[src/rtl/output_buffer_if.sv]
// Stream bundle for output_buffer: input sample side and output entry side.
// Valid/ready: a beat transfers on a rising edge where valid && ready; the source holds data stable while valid && !ready.
interface output_buffer_if #(
  parameter int WIDTH    = 9,
  parameter int IN_WIDTH = 12,
  parameter int CH       = 2
);
  logic                   in_valid;
  logic                   in_ready;
  logic [CH*IN_WIDTH-1:0] in_data;
  logic                   in_last;
  logic                   out_valid;
  logic                   out_ready;
  logic [CH*WIDTH-1:0]    out_data;
  logic                   out_last;

  modport master (
    output in_valid, in_data, in_last, out_ready,
    input  in_ready, out_valid, out_data, out_last
  );

  modport slave (
    input  in_valid, in_data, in_last, out_ready,
    output in_ready, out_valid, out_data, out_last
  );
endinterface

[src/rtl/output_buffer.sv]
// Rounding/scaling FIFO at the FFT output, with a registered head entry.
// Define OUTPUT_BUFFER_SAT_EN to clamp out-of-range results and report them on sat_flag.
module output_buffer #(
  parameter int WIDTH    = 9,
  parameter int IN_WIDTH = 12,
  parameter int SHIFT    = 3,
  parameter int CH       = 2,
  parameter int DEPTH    = 4
) (
  input  logic                   clk,
  input  logic                   rstn,
  output_buffer_if.slave         bus,
  input  logic                   flush,
  output logic [$clog2(DEPTH):0] count,
  output logic                   sat_flag
);
  localparam int AW = $clog2(DEPTH);
  localparam int CW = AW + 1;
  localparam int EW = CH*WIDTH + 1;
  localparam logic signed [IN_WIDTH:0] RND = (IN_WIDTH+1)'((2**SHIFT)/2);

  logic signed [IN_WIDTH:0] sum [CH];
  logic [CH*WIDTH-1:0]      scaled;
  logic [EW-1:0]            mem [DEPTH];
  logic [EW-1:0]            head_q;
  logic [AW-1:0]            wr_ptr, rd_ptr, rd_nxt;
  logic                     push, pop, load_new;

`ifdef OUTPUT_BUFFER_SAT_EN
  localparam logic signed [IN_WIDTH:0] SAT_MAX = (IN_WIDTH+1)'(2**(WIDTH-1) - 1);
  localparam logic signed [IN_WIDTH:0] SAT_MIN = -SAT_MAX - (IN_WIDTH+1)'(1);
  logic signed [IN_WIDTH:0] r [CH];
  logic                     clip;
  logic                     sat_q;
`endif

  // Round-half-up then arithmetic shift, one extra bit of headroom for the rounding add.
  always_comb begin
    scaled = '0;
`ifdef OUTPUT_BUFFER_SAT_EN
    clip = 1'b0;
`endif
    for (int k = 0; k < CH; k++) begin
      sum[k] = $signed({bus.in_data[k*IN_WIDTH+IN_WIDTH-1], bus.in_data[k*IN_WIDTH +: IN_WIDTH]}) + RND;
`ifdef OUTPUT_BUFFER_SAT_EN
      r[k] = sum[k] >>> SHIFT;
      if (r[k] > SAT_MAX) begin
        scaled[k*WIDTH +: WIDTH] = WIDTH'(SAT_MAX);
        clip = 1'b1;
      end else if (r[k] < SAT_MIN) begin
        scaled[k*WIDTH +: WIDTH] = WIDTH'(SAT_MIN);
        clip = 1'b1;
      end else begin
        scaled[k*WIDTH +: WIDTH] = WIDTH'(r[k]);
      end
`else
      scaled[k*WIDTH +: WIDTH] = WIDTH'(sum[k] >>> SHIFT);
`endif
    end
  end

  // Both flags come from the count register only, so out_ready never reaches in_ready.
  assign bus.in_ready  = (count < CW'(DEPTH));
  assign bus.out_valid = (count != '0);
  assign push          = bus.in_valid && bus.in_ready;
  assign pop           = bus.out_valid && bus.out_ready;
  assign rd_nxt        = rd_ptr + AW'(1);

  // The incoming sample becomes the head directly when nothing else is left to present.
  assign load_new = push && ((count == '0) || (pop && (count == CW'(1))));

  always_ff @(posedge clk) begin
    if (push && !flush) mem[wr_ptr] <= {bus.in_last, scaled};
  end

  always_ff @(posedge clk or negedge rstn) begin
    if (!rstn) begin
      count  <= '0;
      wr_ptr <= '0;
      rd_ptr <= '0;
      head_q <= '0;
    end else if (flush) begin
      count  <= '0;
      wr_ptr <= '0;
      rd_ptr <= '0;
    end else begin
      if (push) wr_ptr <= wr_ptr + AW'(1);
      if (pop)  rd_ptr <= rd_nxt;
      case ({push, pop})
        2'b10:   count <= count + CW'(1);
        2'b01:   count <= count - CW'(1);
        default: count <= count;
      endcase
      if (load_new)
        head_q <= {bus.in_last, scaled};
      else if (pop && (count > CW'(1)))
        head_q <= mem[rd_nxt];
    end
  end

`ifdef OUTPUT_BUFFER_SAT_EN
  always_ff @(posedge clk or negedge rstn) begin
    if (!rstn)
      sat_q <= 1'b0;
    else if (flush)
      sat_q <= 1'b0;
    else if (push && clip)
      sat_q <= 1'b1;
  end
  assign sat_flag = sat_q;
`else
  assign sat_flag = 1'b0;
`endif

  assign bus.out_data = head_q[CH*WIDTH-1:0];
  assign bus.out_last = head_q[EW-1];
endmodule

[src/flat_wrapper.sv]
// flat-port wrapper written by rule: the top's interface ports become plain ports
module output_buffer_flat 
#(
  parameter int WIDTH    = 9,
  parameter int IN_WIDTH = 12,
  parameter int SHIFT    = 3,
  parameter int CH       = 2,
  parameter int DEPTH    = 4
)
  (clk, rstn, flush, count, sat_flag, bus_in_valid, bus_in_data, bus_in_last, bus_out_ready, bus_in_ready, bus_out_valid, bus_out_data, bus_out_last);
  output_buffer_if #(.WIDTH(WIDTH), .IN_WIDTH(IN_WIDTH), .CH(CH)) bus_i ();
  input  logic clk;
  input  logic rstn;
  input  logic flush;
  output logic [$clog2(DEPTH):0] count;
  output logic sat_flag;
  input wire logic [$bits(bus_i.in_valid)-1:0] bus_in_valid;
  input wire logic [$bits(bus_i.in_data)-1:0] bus_in_data;
  input wire logic [$bits(bus_i.in_last)-1:0] bus_in_last;
  input wire logic [$bits(bus_i.out_ready)-1:0] bus_out_ready;
  output wire logic [$bits(bus_i.in_ready)-1:0] bus_in_ready;
  output wire logic [$bits(bus_i.out_valid)-1:0] bus_out_valid;
  output wire logic [$bits(bus_i.out_data)-1:0] bus_out_data;
  output wire logic [$bits(bus_i.out_last)-1:0] bus_out_last;
  assign bus_i.in_valid = bus_in_valid;
  assign bus_i.in_data = bus_in_data;
  assign bus_i.in_last = bus_in_last;
  assign bus_i.out_ready = bus_out_ready;
  assign bus_in_ready = bus_i.in_ready;
  assign bus_out_valid = bus_i.out_valid;
  assign bus_out_data = bus_i.out_data;
  assign bus_out_last = bus_i.out_last;
  output_buffer #(.WIDTH(WIDTH), .IN_WIDTH(IN_WIDTH), .SHIFT(SHIFT), .CH(CH), .DEPTH(DEPTH)) u_core (.clk(clk), .rstn(rstn), .bus(bus_i), .flush(flush), .count(count), .sat_flag(sat_flag));
endmodule
[config.mk]
export PLATFORM = sky130hd
export DESIGN_NAME = output_buffer_flat
export DESIGN_NICKNAME = d
export VERILOG_FILES = /design/src/rtl/output_buffer_if.sv /design/src/rtl/output_buffer.sv /design/src/flat_wrapper.sv
export SDC_FILE = /design/constraint.sdc
export NUM_CORES = 1
export LEC_CHECK = 0
export ABC_AREA = 1
export BUFFER_PORTS_ARGS = -buffer_cell sky130_fd_sc_hd__buf_2
export CAP_MARGIN = 20
export CORE_MARGIN = 2
export CORE_UTILIZATION = 45
export DETAILED_ROUTE_END_ITERATION = 8
export GPL_TIMING_DRIVEN = 0
export PLACE_DENSITY = 0.67
export SYNTH_ARGS = -nofsm -noshare
export SYNTH_HDL_FRONTEND = slang
export SYNTH_SLANG_ARGS = --single-unit
[constraint.sdc]
create_clock -name clk -period 2.1 [get_ports clk]
set_clock_uncertainty 0.1 [all_clocks]
set_input_delay 0.315 -clock clk [delete_from_list [all_inputs] [get_ports clk]]
set_output_delay 0.315 -clock clk [all_outputs]
set_load 0.01 [all_outputs]
==> metrics.md, run 1 <==
| Metric | Value |
|---|---|
| Run status | complete, no violations |
| Worst Setup End Kind | flip-flop |
| Die height | 106 microns |
| Filler cell count | 928 |
| Post-route ant nets | 0 |
| Slew @ Worst Pin | 709 ps |
| DIE WIDTH | 106 microns |
| Int Pwr | 3.71 mW |
| Place WS | -56.1 ps |
| CTS Buffer Depth | 2 |
| R2R Setup Slk | 160 ps |
| DP Wirelength | 7.35 mm |
| Final hold slack | 86.6 ps |
| # setup viols final | 0 |
| ANT cells | 0 |
| Setup ws final | 162 ps |
| Reg2reg path depth | 8 |
| Die area | 11300 sq um |
| Hold endpoint | u_core.mem[2][18] |
| CTS tree | done |
| Reg-to-Reg Start | u_core.count[0] |
| GRT overflow | 0 |
| Final hold vios | 0 |
| IO Count | 55 |
| Syn Nets | 525 |
| WL/cell | 15.3 microns |
| Num CTS Buffers | 9 |
| Achievable Freq | 516 MHz |
| Total GRT Usage | 0.198 |
| Initial antenna violation count | 0 |
| Crit Path Class | reg -> reg |
| Clk pin slew, worst setup/hold paths | 100 ps |
| Comb power frac | 0.363 |
| Max-cap violations | 0 |
| Total vias in the final route | 3514 |
| Lkg Pwr | 2.42 nW |
| Placed Cells | 674 |
| Share of post-route cells with drive strength above 1 | 0.182 |
| Share of power burned in registers | 0.444 |
| Clock power share | 0.193 |
| Final nets | 596 |
| Unrepaired setup endpoints after global routing | false |
| Slew Limit Headroom | 0.528 |
| Crit path time final | 1940 ps |
| Site Rows | 37 |
| Worst EP arrival | 2150 ps |
| Syn Inst Count | 485 |
| Fin crit share | 0.923 |
| Residual DRC count | 0 |
| Psw | 2.24 mW |
| Core area | 10300 sq um |
| Post-synth cell types | 29 |
| IO Port Bufs | 49 |
| Critical Path RT | 2320 ps |
| Worst hold path depth | 1 |
| Reg2Reg Capture Point | u_core.head_q[16] |
| Synth Warn # | 0 |
| Synthesized area per cell | 9.73 sq um |
| Total clock sinks | 102 |
| Peak VDD IR | 0.000550 V |
| Area growth from synthesis to layout | 16.3% |
| Sw Ratio | 0.376 |
| First-pass iteration count of the detailed router | 7 |
| Hold crit path type | in -> reg |
| H-tree levels | 3 |
| Fin cells | 697 |
| Storage cell area | 2930 sq um |
| Critical path fanouts, max | 10 |
| CP startpoint kind | flip-flop |
| Largest net degree at the start of global routing | 27 |
| Root buf cell | clkbuf_8 |
| Initial Util | 0.459 |
| Util after Layout | 0.534 |
| Hold_sp | bus_in_last |
| Flops & latches, synth | 102 |
| Final Power | 5.95 mW |
| First-pass GRT wire length | 16.8 mm |
| Area of the multi-input gates | 1640 sq um |
| Total Wirelength | 10.7 mm |
| Max Slew Vio Count | 0 |
| Sequential fraction of the synthesis area | 0.621 |
| Final GP Congestion | 0.801 |
| Mapped Area | 4720 sq um |
| Number of global-route vias before repair | 3319 |
| Via-to-Cell Ratio | 5.04 |
| Power Density | 1080 nW/um^2 |
| Clock Latency Late Sink | 360 ps |
| Initial drt markers | 214 |
==> synthesized netlist by cell type, drive strengths merged <==
cell type,n,area share
nand2,216,0.17
edfxtp,76,0.48
nand3,41,0.045
dfrtp,26,0.14
inv,25,0.020
nor2,19,0.015
o21ai,17,0.018
nand4,13,0.017
ha,10,0.027
buf,9,0.015
a21oi,6,0.0087
or2,5,0.0066
xnor2,5,0.0093
clkbuf,4,0.0032
clkinv,3,0.0024
nand3b,3,0.0048
xor2,3,0.0056
and2,2,0.0026
a21boi,1,0.0040
conb,1,0.00079
==> state kept, by name, indices dropped and copies added (netlist names) <==
register       flops
u_core.wr_ptr      2
u_core.head_q     19
u_core.count       3
u_core.rd_ptr      2
u_core.mem        76
==> metrics by stage <==
step	TNS (ps)	area, sq um
global route	0	5490
finish	0	5490
detailed placement	-680	5220
global placement	-57830	5140
CTS	-471	5420
floorplan	-10210	4720
==> per-layer routing <==
| layer | vias up | track usage | wire length, microns | part of all wire |
|---|---|---|---|---|
| met5 | - | 0 | 0 | 0 |
| met4 | 0 | 0.0659 | 144 | 0.013 |
| met3 | 16 | 0.0258 | 504 | 0.047 |
| met2 | 110 | 0.344 | 5260 | 0.49 |
| met1 | 1649 | 0.257 | 4780 | 0.45 |
| li1 | 1739 | - | - | - |
==> worst max-delay path: stages, from the launching register on <==
cell,delay (ps)
dfrtp_1,410
inv_1,120
ha_2,230
a21boi_4,200
nand3_2,130
a21oi_4,320
buf_6,210
nand3_1,100
nand2_1,70
==> kinds of logic (layout without fill, tap and decap cells) <==
family	Yosys count	in the layout	synth area share
xor+xnor	8	8	0.0148
other cells	1	1	0.000794
compound gates	24	24	0.0307
buf+inv	41	117	0.0405
simple gates	299	299	0.265
fa+ha+maj	10	10	0.0265
flops	102	102	0.621
==> how the worst max path moves through the flow <==
stage	cells past startpoint	slack [ps]	endpoint	from
2_1_floorplan	5	-130	u_core.mem[0][0]	u_core.count[2]
3_3_place_gp	5	-830	u_core.mem[3][14]	u_core.count[2]
3_5_place_dp	6	-60	u_core.mem[3][12]	u_core.count[2]
4_1_cts	6	-40	u_core.mem[1][16]	u_core.count[2]
5_1_grt	9	10	u_core.head_q[16]	u_core.count[0]
6_report	8	160	u_core.head_q[16]	u_core.count[0]
==> cell type report <==
type,instances,area share
Buffer,13,0.0157
Clock buffer,10,0.0232
Clock inverter,6,0.00980
Inverter,28,0.0198
Multi-Input combinational cell,342,0.298
Sequential cell,102,0.534
Tap cell,136,0.0310
Timing Repair Buffer,60,0.0679
==> what timing repair did <==
| action | in CTS | in global routing |
|---|---|---|
| pin swaps | 0 | 1 |
| endpoints found under the setup margin | 21 | 54 |
| resized for setup | 1 | 8 |
| setup buffers | 0 | 6 |
| hold endpoints to repair | 26 | 0 |
| hold buffers | 1 | 0 |
==> cells in the final DEF, fill, tap and decap left out, types with 2 or more instances in the layout <==
| cell | netlist | final |
|---|---|---|
| nand2_1 | 213 | 212 |
| edfxtp_1 | 76 | 76 |
| nand4_1 | 13 | 13 |
| nor2_4 | 0 | 4 |
| inv_2 | 2 | 2 |
| clkbuf_8 | 0 | 9 |
| or2_2 | 4 | 4 |
| and2_1 | 2 | 2 |
| clkinv_4 | 0 | 3 |
| ha_1 | 10 | 9 |
| nand3b_1 | 3 | 3 |
| buf_4 | 1 | 7 |
| clkinvlp_4 | 0 | 2 |
| dfrtp_1 | 26 | 26 |
| nand2_2 | 2 | 2 |
| nand2_4 | 1 | 2 |
| buf_8 | 0 | 3 |
| o21ai_0 | 17 | 17 |
| inv_1 | 23 | 22 |
| nand3_1 | 40 | 40 |
| a21oi_1 | 5 | 5 |
| clkinv_1 | 3 | 3 |
| nor2_1 | 19 | 14 |
| xor2_1 | 3 | 3 |
| xnor2_1 | 5 | 5 |
| buf_2 | 3 | 52 |
| buf_6 | 4 | 4 |
| clkbuf_1 | 4 | 5 |
==> power by group through the flow <==
stage / Combinational (mW) / Clock (mW) / Sequential [mW]
6_report: 2.16 / 1.15 / 2.64
5_1_grt: 2.41 / 1.24 / 2.68
4_1_cts: 2.09 / 1.17 / 2.64
3_5_place_dp: 2.07 / 0 / 2.68
3_3_place_gp: 2.01 / 0 / 2.67
2_1_floorplan: 1.23 / 0 / 2.76
Power figures use the tool's default switching activity.
==> run 2: changes to the inputs <==
--- a/config.mk
+++ b/config.mk
@@ -5,14 +5,15 @@
 export SDC_FILE = /design/constraint.sdc
 export NUM_CORES = 1
 export LEC_CHECK = 0
-export ABC_AREA = 1
+export ABC_AREA = 0
 export BUFFER_PORTS_ARGS = -buffer_cell sky130_fd_sc_hd__buf_2
 export CAP_MARGIN = 20
 export CORE_MARGIN = 2
-export CORE_UTILIZATION = 45
+export CORE_UTILIZATION = 46
+export CTS_CLUSTER_DIAMETER = 60
 export DETAILED_ROUTE_END_ITERATION = 8
 export GPL_TIMING_DRIVEN = 0
-export PLACE_DENSITY = 0.67
+export PLACE_DENSITY = 0.68
 export SYNTH_ARGS = -nofsm -noshare
 export SYNTH_HDL_FRONTEND = slang
 export SYNTH_SLANG_ARGS = --single-unit
==> run 2 against run 1 <==
  * Worst setup slack got worse by 59 ps
  * Combinational power about the same
  * Routed wire length decreased by 15%
  * Clock power increased by 6%
  * Largest cell class unchanged
  * Register-to-register slack got worse by 60 ps
  * Power increased by 1.2%
==> metrics.md, run 2 <==
| Metric | Value |
|---|---|
| Via-to-Cell Ratio | 5.40 |
| Psw | 1.93 mW |
| Max FFs per register | 76 |
| Fin crit share | 0.951 |
| IO Count | 55 |
| Post-route ant nets | 0 |
| Most numerous cell in the Yosys netlist | edfxtp_1 |
| ANT cells | 0 |
| Slew Limit Headroom | 0.564 |
| Setup ws final | 103 ps |
| Synth area leader | edfxtp_1 |
| Worst hold path depth | 1 |
| Flops & latches, synth | 102 |
| Hold endpoint | u_core.mem[1][18] |
| Crit Path Class | reg -> reg |
| Syn Inst Count | 303 |
| Commonest cells after routing, fill and taps aside | edfxtp_1 (76), buf_2 (51), dfrtp_1 (25), nand2_1 (18), mux4_2 (17) |
| Worst EP arrival | 2140 ps |
| Total vias in the final route | 2730 |
| CTS Buffer Depth | 2 |
| Clk pin slew, worst setup/hold paths | 90 ps |
| Clock Latency Late Sink | 360 ps |
| Max Slew Vio Count | 0 |
| CP startpoint kind | flip-flop |
| Reg2Reg Capture Point | u_core.head_q[11] |
| Post-synth cell types | 38 |
| Reg2reg path depth | 7 |
| CTS tree | done |
| # setup viols final | 0 |
| Post-synth ARST share | 0.255 |
| Commonest non-fill, non-tap cell in the layout | edfxtp_1 |
| Share of power burned in registers | 0.444 |
| Lkg Pwr | 1.94 nW |
| Largest net degree at the start of global routing | 27 |
| Area growth from synthesis to layout | 14.9% |
| Sw Ratio | 0.322 |
| Most used DFF post-synth | edfxtp_1 |
| Mapped Area | 4620 sq um |
| Root buf cell | clkbuf_8 |
| Clock power share | 0.202 |
| Worst Setup End Kind | flip-flop |
| Synth Warn # | 0 |
| Residual DRC count | 0 |
| Peak VDD IR | 0.000619 V |
| Total Wirelength | 9.09 mm |
| Comb power frac | 0.354 |
| GRT overflow | 0 |
| Place WS | -166 ps |
| Top cells by instance count after synthesis | edfxtp_1 (76), dfrtp_1 (26), nand2_1 (18) |
| Critical Path RT | 2240 ps |
| Core area | 9770 sq um |
| Initial Util | 0.473 |
| Synth top area share | 0.494 |
| Finished layout cell area | 5310 sq um |
| Synthesized area per cell | 15.2 sq um |
| Slew @ Worst Pin | 654 ps |
| Run status | complete, no violations |
| Int Pwr | 4.08 mW |
| Site Rows | 36 |
| Hold_sp | bus_in_last |
| Most flops, register | u_core.mem |
| First-pass iteration count of the detailed router | 4 |
| WL/cell | 18.0 microns |
| Final GP Congestion | 0.785 |
| DP Wirelength | 6.04 mm |
| Post-synth EDFFs | 76 |
| H-tree levels | 3 |
| Hold crit path type | in -> reg |
| Synth area leaders | edfxtp_1 (49%), dfrtp_1 (14%), mux4_2 (8.3%) |
| Power Density | 1130 nW/um^2 |
| Initial antenna violation count | 0 |
| Total GRT Usage | 0.176 |
| Sequential fraction of the synthesis area | 0.635 |
| Die area | 10900 sq um |
| Initial drt markers | 172 |
| Die height | 104 microns |
| Share of post-route cells with drive strength above 1 | 0.359 |
| Crit path time final | 2000 ps |
| First-pass GRT wire length | 14.3 mm |
| Post-DP Area | 5030 sq um |
| Total clock sinks | 102 |
| Syn Nets | 343 |
| Final hold vios | 0 |
| IO Port Bufs | 48 |
| DIE WIDTH | 104 microns |
| Max-cap violations | 0 |
| Util after Layout | 0.543 |
| Reg-to-Reg Start | u_core.count[1] |
| Final nets | 408 |
| Achievable Freq | 501 MHz |
| Critical path fanouts, max | 5 |
| R2R Setup Slk | 100 ps |
| Number of global-route vias before repair | 2764 |
| Num CTS Buffers | 9 |
| Top Registers | u_core.mem: 76 flops, u_core.head_q: 19 flops, u_core.count: 3 flops |
==> run 2: changes by cell type in the layout (fill, tap and decap cells not counted), moves of 14 or more <==
| cell | change |
|---|---|
| nand2_1 | -194 |
| nand3_1 | -28 |
| mux4_2 | +17 |
| inv_1 | -14 |
==> run 2: cell families after synthesis <==
group | synth area share
flops | 0.635
simple gates | 0.0785
compound gates | 0.0655
mux | 0.147
buf+inv | 0.0233
fa+ha+maj | 0.0293
xor+xnor | 0.0209
other cells | 0.000812
==> run 2: how the worst max path moves through the flow <==
stage | start | to | slack (ps) | cells after the start
3_3_place_gp | u_core.count[2] | u_core.mem[3][8] | -150 | 3
5_1_grt | u_core.count[1] | u_core.head_q[12] | -6 | 7
2_1_floorplan | u_core.count[0] | u_core.head_q[10] | 50 | 7
4_1_cts | u_core.count[1] | u_core.head_q[16] | -30 | 6
6_report | u_core.count[1] | u_core.head_q[11] | 100 | 7
3_5_place_dp | u_core.count[0] | u_core.head_q[12] | -170 | 7
==> run 2: stage by stage <==
stage               TNS, ps  power, mW  std cells  hold WS, ps
CTS                   -37.4       5.98        501         79.2
detailed placement   -12690       4.74        484          288
finish                    0       6.02        506         93.5
floorplan                 0       4.08        303        -80.6
global placement     -10420       4.70        484          286
global route          -9.03       6.39        506         68.7
==> run 2: per-layer routing <==
layer	track usage	wire, microns	part of all wire	vias up
met4	0.0579	77	0.0085	0
met2	0.299	4670	0.51	70
li1	-	-	-	1296
met1	0.227	3920	0.43	1359
met3	0.0351	421	0.046	5
met5	0	0	0	-
==> run 2: cell type report <==
cell class,instances,area (sq um)
Clock inverter,7,75.1
Timing Repair Buffer,54,288
Buffer,13,85.1
Clock buffer,9,124
Tap cell,133,166
Fill cell,823,4470
Multi-Input combinational cell,179,1600
Sequential cell,102,2930
Inverter,9,33.8
==> run 2: timing repair <==
action,4_1_cts,5_1_grt
pin swaps,0,1
setup endpoints to repair,95,20
setup buffers,0,4
cloned,0,1
hold buffers,1,0
endpoints found under the hold margin,26,0
gates resized for setup,8,11
==> run 2: worst max-delay path, cell delays in order, from the launching register on <==
cell	delay, ps
dfrtp_1	400
inv_2	80
ha_1	200
a21oi_2	190
nand2b_4	170
buf_4	150
mux2_2	330
mux2_4	250
==> run 2: power by group through the flow <==
stage / clock [mW] / sequential (mW) / combinational, mW
after global placement: 0 / 2.71 / 1.99
after floorplan: 0 / 2.78 / 1.29
after detailed placement: 0 / 2.72 / 2.02
final: 1.22 / 2.67 / 2.13
after global routing: 1.34 / 2.70 / 2.34
after CTS: 1.25 / 2.68 / 2.05
